<file path="src/rtl/spi_cmd_fifo.sv">
// spi_cmd_fifo: SPI byte FIFO with a prefetched head stage feeding the DSP command input.
// Optional macro SPI_CMD_FIFO_HIGH_WATER_EN drives almost_full from HIGH_WATER.
module spi_cmd_fifo #(
  parameter int DEPTH      = 512,
  parameter int WIDTH      = 8,
  parameter int HIGH_WATER = 448
) (
  input  logic                     clk,
  input  logic                     reset_n,
  input  logic [WIDTH-1:0]         in_byte,
  input  logic                     in_valid,
  output logic [WIDTH-1:0]         out_byte,
  output logic                     out_valid,
  input  logic                     out_ready,
  input  logic                     flush,
  input  logic                     clear_overflow,
  output logic [$clog2(DEPTH):0]   fifo_count,
  output logic                     full,
  output logic                     empty,
  output logic                     overflow,
  output logic                     almost_full
);
  localparam int AW = $clog2(DEPTH);
  localparam int CW = AW + 1;
  logic [WIDTH-1:0] mem [DEPTH];
  logic [WIDTH-1:0] rd_data;
  logic [AW-1:0]    wr_ptr, rd_ptr;
  logic             rd_pend, pop, push, drop, rd_en;
  logic [CW-1:0]    count_nxt;
  assign pop       = out_valid && out_ready && !flush;
  assign push      = in_valid && (!full || pop) && !flush;
  assign drop      = in_valid && full && !pop && !flush;
  // entries still in RAM = count minus the head byte and any read in flight
  assign rd_en     = !flush && !rd_pend && (!out_valid || pop) &&
                     (fifo_count != CW'(out_valid) + CW'(rd_pend));
  assign count_nxt = flush ? '0 : fifo_count + CW'(push) - CW'(pop);
  always_ff @(posedge clk) begin
    if (push) mem[wr_ptr] <= in_byte;
    if (rd_en) rd_data <= mem[rd_ptr];
  end
  always_ff @(posedge clk or negedge reset_n) begin
    if (!reset_n) begin
      wr_ptr      <= '0;
      rd_ptr      <= '0;
      rd_pend     <= 1'b0;
      out_valid   <= 1'b0;
      out_byte    <= '0;
      fifo_count  <= '0;
      full        <= 1'b0;
      empty       <= 1'b1;
      overflow    <= 1'b0;
      almost_full <= 1'b0;
    end else begin
      wr_ptr     <= flush ? '0 : wr_ptr + AW'(push);
      rd_ptr     <= flush ? '0 : rd_ptr + AW'(rd_en);
      rd_pend    <= rd_en;
      out_valid  <= !flush && (rd_pend || (out_valid && !pop));
      if (rd_pend && !flush) out_byte <= rd_data;
      fifo_count <= count_nxt;
      full       <= count_nxt == CW'(DEPTH);
      empty      <= count_nxt == '0;
      overflow   <= drop || (overflow && !clear_overflow);
`ifdef SPI_CMD_FIFO_HIGH_WATER_EN
      almost_full <= count_nxt >= CW'(HIGH_WATER);
`else
      almost_full <= 1'b0;
`endif
    end
  end
`ifndef SPI_CMD_FIFO_HIGH_WATER_EN
  logic unused_high_water;
  assign unused_high_water = ^HIGH_WATER;
`endif
endmodule

</file>
<file path="config.mk">
export PLATFORM = sky130hd
export DESIGN_NAME = spi_cmd_fifo
export DESIGN_NICKNAME = d
export VERILOG_FILES = /design/src/rtl/spi_cmd_fifo.sv
export SDC_FILE = /design/constraint.sdc
export NUM_CORES = 2
export LEC_CHECK = 0
export ABC_AREA = 0
export CAP_MARGIN = 10
export CORE_MARGIN = 3
export CORE_UTILIZATION = 40
export CTS_CLUSTER_SIZE = 14
export DETAILED_ROUTE_END_ITERATION = 6
export GPL_ROUTABILITY_DRIVEN = 0
export GPL_TIMING_DRIVEN = 0
export SLEW_MARGIN = 10
export SYNTH_ARGS = -nofsm -noshare
export SYNTH_HDL_FRONTEND = slang
export SYNTH_SLANG_ARGS = --single-unit
</file>
<file path="constraint.sdc">
create_clock -name clk -period 9.5 [get_ports clk]
set_input_delay 0.95 -clock clk [delete_from_list [all_inputs] [get_ports clk]]
set_output_delay 0.95 -clock clk [all_outputs]
set_load 0.01 [all_outputs]
</file>
======== After elaboration in Yosys (flattened, before gate mapping) ========
Memory sizes are Yosys's and may differ from the RTL's. A register that Yosys moved wholly into a read port is not among the register bits.
Cells that the tools add are included.
word-level totals
  register bits ........................... 41
  memory bits (writable) .................. 4096
  bits of input ports ..................... 14
  word-level logic and storage cells ...... 47
  memories kept ........................... 1
cells by class
  add/sub/neg operators ................... 5
  eq/ne operators ......................... 2
  muxes and demuxes ....................... 5
  reductions and logical operators ........ 25
memory list
  memory  depth  width  read ports  clocked after memory_dff  wr ports  line  source
  mem     512    8      1           1                         1         25    logic [WIDTH-1:0] mem [DEPTH];
operators with widths
  operator                number
  $add A9 B1 Y9           2
  $mux W9                 2
  $logic_and A1 B1 Y1     14
  $add A10 B1 Y10         1
  $eq A10 B10 Y1 const B  1
  $logic_not A10 Y1       1
  $mux W10                1
  $ne A10 B2 Y1           1
  $sub A10 B1 Y10         1
  $logic_not A1 Y1        6
  $logic_or A1 B1 Y1      4
  $add A1 B1 Y2           1
  $mux W1                 2

======== Depth between registers and ports, before layout ========
  depth in word-level cells ............... 9
  mapped depth ............................ 15
  gate-level depth less buffers ........... 15

======== Worst setup path before layout ========
OpenSTA, ideal clock, no wires.
  path type ............................... input-to-reg
  start point ............................. input port flush
  end point ............................... register empty
  library setup time ...................... 0.096 ns
  data arrival time ....................... 3.814 ns
  required time ........................... 9.404 ns
  slack ................................... 5.589 ns
  cell stages on the path ................. 14
  buffers on the path ..................... 1
  cell sequence ........................... clkbuf_1 -> or2_2 -> nand2_1 -> nand2b_1 -> ha_1 -> inv_1 -> ha_1 -> a21o_1 -> a21oi_1 -> o21bai_1 -> a2111o_1 -> a41oi_1 -> mux2_2 -> nor4_1
on the way
  word-level cells in the longest chain between the ends .. 9
RTL lines
  element                            line    source
  start: declaration                 15      input logic flush,
  $logic_not A1 Y1                   30, 31
  $logic_and A1 B1 Y1                30      assign pop = out_valid && out_ready && !flush;
  $logic_or A1 B1 Y1                 31      assign push = in_valid && (!full || pop) && !flush;
  $logic_and A1 B1 Y1 (2 in series)  31
  $add A10 B1 Y10                    36      assign count_nxt = flush ? '0 : fifo_count + CW'(push) - CW'(pop);
  $sub A10 B1 Y10                    36
  $mux W10 *                         36
  net count_nxt[9]                   29      logic [CW-1:0] count_nxt;
  $logic_not A10 Y1 *                61      empty <= count_nxt == '0;
  end signal: assignment             50      empty <= 1'b1;
  end signal: assignment             61
  end: declaration                   19      output logic empty,
Mark *: on every way through the listed nets, which the timed path passes. The rest lies on a longest branch.
A chain may end at the register's enable or synchronous reset.

==> results.toml <==
[power_and_ir_drop]
p_int_mw = 31.51
seqPwrFrac = 0.482
p_clk_frac = 0.377
powerDensity_nw_per_um2 = 228.9
power_switching_share = 0.2485
p_sw_mw = 10.42
power_leakage_nw = 54.64
peakVddDrop_v = 0.0001433
p_comb_frac = 0.142

[synth]
synthArstFlopShare = 0.009891
ys_seq_area_frac = 0.7721
synth_top_flop_cell = "edfxtp_1"
ys_top_cells_by_count = "edfxtp_1 (4104), mux4_2 (928), nor2_1 (573)"
synth.most_common_cell = "edfxtp_1"
synth_edf_count = 4104
synth_area_leaders = "edfxtp_1 (77%), mux4_2 (13%), mux2i_1 (2.0%)"
synth_cell_types = 47
syn_area_um2 = 160900
yosys_warnings = 0
avgSynthCellArea_um2 = 20.73
synth_seq_cells = 4145
yosysTopAreaCell = "edfxtp_1"
postSynthCellCount = 7763
syn_nets = 7797
synth_top_area_share = 0.7658

[critical_path]
crit_slowest_cell = "a211oi_1"
crit_top_cell = "buf_2"
required_ns = 10.05
cp_num_cells = 10
r2r_cells = 10
crit_path_max_incr_delay_ns = 1.09
crit_buf_inv = 4
r2r_slack_ns = 2.87
crit_type = "register to register"
path_delay_family = "buffers and inverters"
cp_cell_sequence = "buf_2 > buf_2 > buf_2 > buf_2 > mux2i_1 > nor2_1 > a211oi_1 > a31oi_1 > nand4_1 > nand4_1"
cp_max_fo = 10
regToRegStartpoint = "rd_ptr[2]$_DFF_PN0_"
cp-end-kind = "register"
r2r_end = "rd_data[3]$_DFFE_PP_"
critPathLaunchType = "register"
cp.arrival_ns = 7.18

[floorplan]
fp.dieW_um = 640.3
num_rows = 232
io_pins = 37
initial_core_util = 0.4023
dieArea_um2 = 410000
coreArea_um2 = 400000
die_h_um = 640.3

[detailed_routing]
detail_route.drc_violations = 1
first_pass_iters = 7
wl_per_cell_um = 34.61
antenna_left = 0
vias_per_cell = 5.946
wirelength_um = 482900
num_vias = 82950
drt_iter0_drc = 12380

[cts]
clock_sinks = 4145
post_cts_resize_count = 0
cts_buffers = 411
clockBufferDepth = 4
clk_latency_ns = 0.96
cts_tree = "yes"
htreeDepth = 5
cts_root_buf = "clkbuf_16"
path_clk_slew_ns = 0.06

[timing]
tns_ns = 0
slew_violations = 0
finalCritPeriodShare = 0.6977
rsz0062_at_grt = "no"
finalSetupViolCount = 0
fmax_mhz = 150.9
min_period_ns = 6.628
maxSlewHeadroom = 0.06497
finClkSkew_ns = 0.04624
worst_slew_pin_slew_ns = 1.396
finalHoldViolations = 0

[run_status]
violations = "design-rule violations"
outcome = "finished, violations left"

[cells_and_area]
n_fill_cell = 33300
drive_gt1_frac = 0.2283
area_growth_pct = 13.84
final_area_um2 = 183200
final_nets = 8333

[grt]
grt_usage = 0.2328
grt_max_degree = 141
overflow = 0
antenna_found_initial = 44
grt_first_pass_wirelength_um = 659400
grt_pass1_vias = 82060

[place]
dp_hpwl_um = 329900
place_area_um2 = 170200
portBuffers = 34

[hold_path]
min_to = "mem[233][6]$_DFFE_PP_"
hold_depth = 1
hold_path_class = "input port to register"
min_from = "in_byte[6]"

[flow_run]
max_cap_viol_count = 0
==> cells by family after synthesis <==
group | Yosys count | share of synthesized area
AOI/OAI and AO/OA | 534 | 0.02279
DFF | 4145 | 0.7721
and+or+nand+nor | 1180 | 0.02963
other | 1 | 0.00002330
muxes | 1353 | 0.1571
buffers and inverters | 509 | 0.01555
adders and majority gates | 20 | 0.001602
xor gates and xnor gates | 21 | 0.001143
==> how the worst max path moves through the flow <==
stage	end	startpoint
global route	rd_data[4]$_DFFE_PP_	rd_ptr[2]$_DFF_PN0_
finish	rd_data[3]$_DFFE_PP_	rd_ptr[2]$_DFF_PN0_
floorplan	empty$_DFF_PN1_	flush
global placement	mem[212][0]$_DFFE_PP_	in_byte[0]
CTS	rd_data[6]$_DFFE_PP_	rd_ptr[2]$_DFF_PN0_
detailed placement	rd_data[6]$_DFFE_PP_	rd_ptr[2]$_DFF_PN0_
==> repair_timing <==
action | CTS | global route
endpoints found under the hold margin | 13 | 0
setup buffers | 0 | 0
hold buffers | 1 | 0
==> state kept, by name, summed over array words and instances, names as in the netlist, 8 cells and up <==
register    count
mem          4096
fifo_count     10
rd_ptr          9
wr_ptr          9
out_byte        8
rd_data         8
==> power groups by stage <==
stage / clock, mW / combinational [mW] / sequential (mW)
floorplan: 0 / 3.65 / 20.6
global placement: 0 / 5.81 / 21.0
detailed placement: 0 / 5.95 / 20.6
CTS: 15.9 / 5.96 / 20.2
global route: 16.7 / 6.22 / 20.2
finish: 15.8 / 5.95 / 20.2
==> per-stage QoR <==
stage / std cells / util / power (mW) / hold slack [ns] / setup WS [ns]
2_1_floorplan: 7763 / - / 24.23 / 0.4539 / 5.589
3_3_place_gp: 13060 / 0.4197 / 26.84 / 0.4735 / -8.907
3_5_place_dp: 13150 / 0.4254 / 26.53 / 0.4648 / 3.285
4_1_cts: 13900 / 0.4577 / 42.09 / 0.2875 / 3.266
5_1_grt: 13900 / 0.4577 / 43.09 / 0.3309 / 3.003
6_report: 13950 / 0.4580 / 41.93 / 0.3635 / 2.872
==> layer usage <==
metal | vias up | share of wire | global-route usage
li1 | 33160 | - | -
met4 | 12 | 0.047 | 0.1016
met2 | 4784 | 0.46 | 0.3538
met1 | 44180 | 0.38 | 0.3125
met5 | - | 0.00060 | 0
met3 | 822 | 0.12 | 0.06808
==> cell type report <==
cell class | instances | area [um^2] | area share
Antenna cell | 49 | 122.6 | 0.0006693
Buffer | 491 | 2534 | 0.01383
Clock buffer | 489 | 10720 | 0.05849
Clock inverter | 261 | 2177 | 0.01188
Inverter | 18 | 67.56 | 0.0003688
Multi-Input combinational cell | 3109 | 34240 | 0.1869
Sequential cell | 4145 | 124300 | 0.6783
Tap cell | 5265 | 6588 | 0.03596
Timing Repair Buffer | 123 | 2492 | 0.01360
==> cell usage in the layout, fill, tap and decap left out, types with 19 or more instances in the layout <==
cell type / count
a22oi_1: 64
clkbuf_1: 295
nand3_1: 70
a211oi_1: 24
clkbuf_16: 417
nand2_1: 439
mux2_2: 105
dfrtp_1: 40
clkinv_2: 89
nand4_1: 46
buf_6: 40
mux4_2: 928
diode_2: 49
a221oi_1: 160
clkdlybuf4s50_1: 25
buf_16: 53
buf_12: 27
bufinv_16: 29
buf_2: 95
clkbuf_2: 55
o211ai_1: 32
a31oi_1: 32
buf_4: 55
buf_1: 19
ha_1: 19
clkinv_1: 106
nor2_1: 570
a21oi_1: 40
mux2i_1: 320
o21ai_0: 163
edfxtp_1: 4104
No activity file was read; power rests on OpenSTA's default activity.
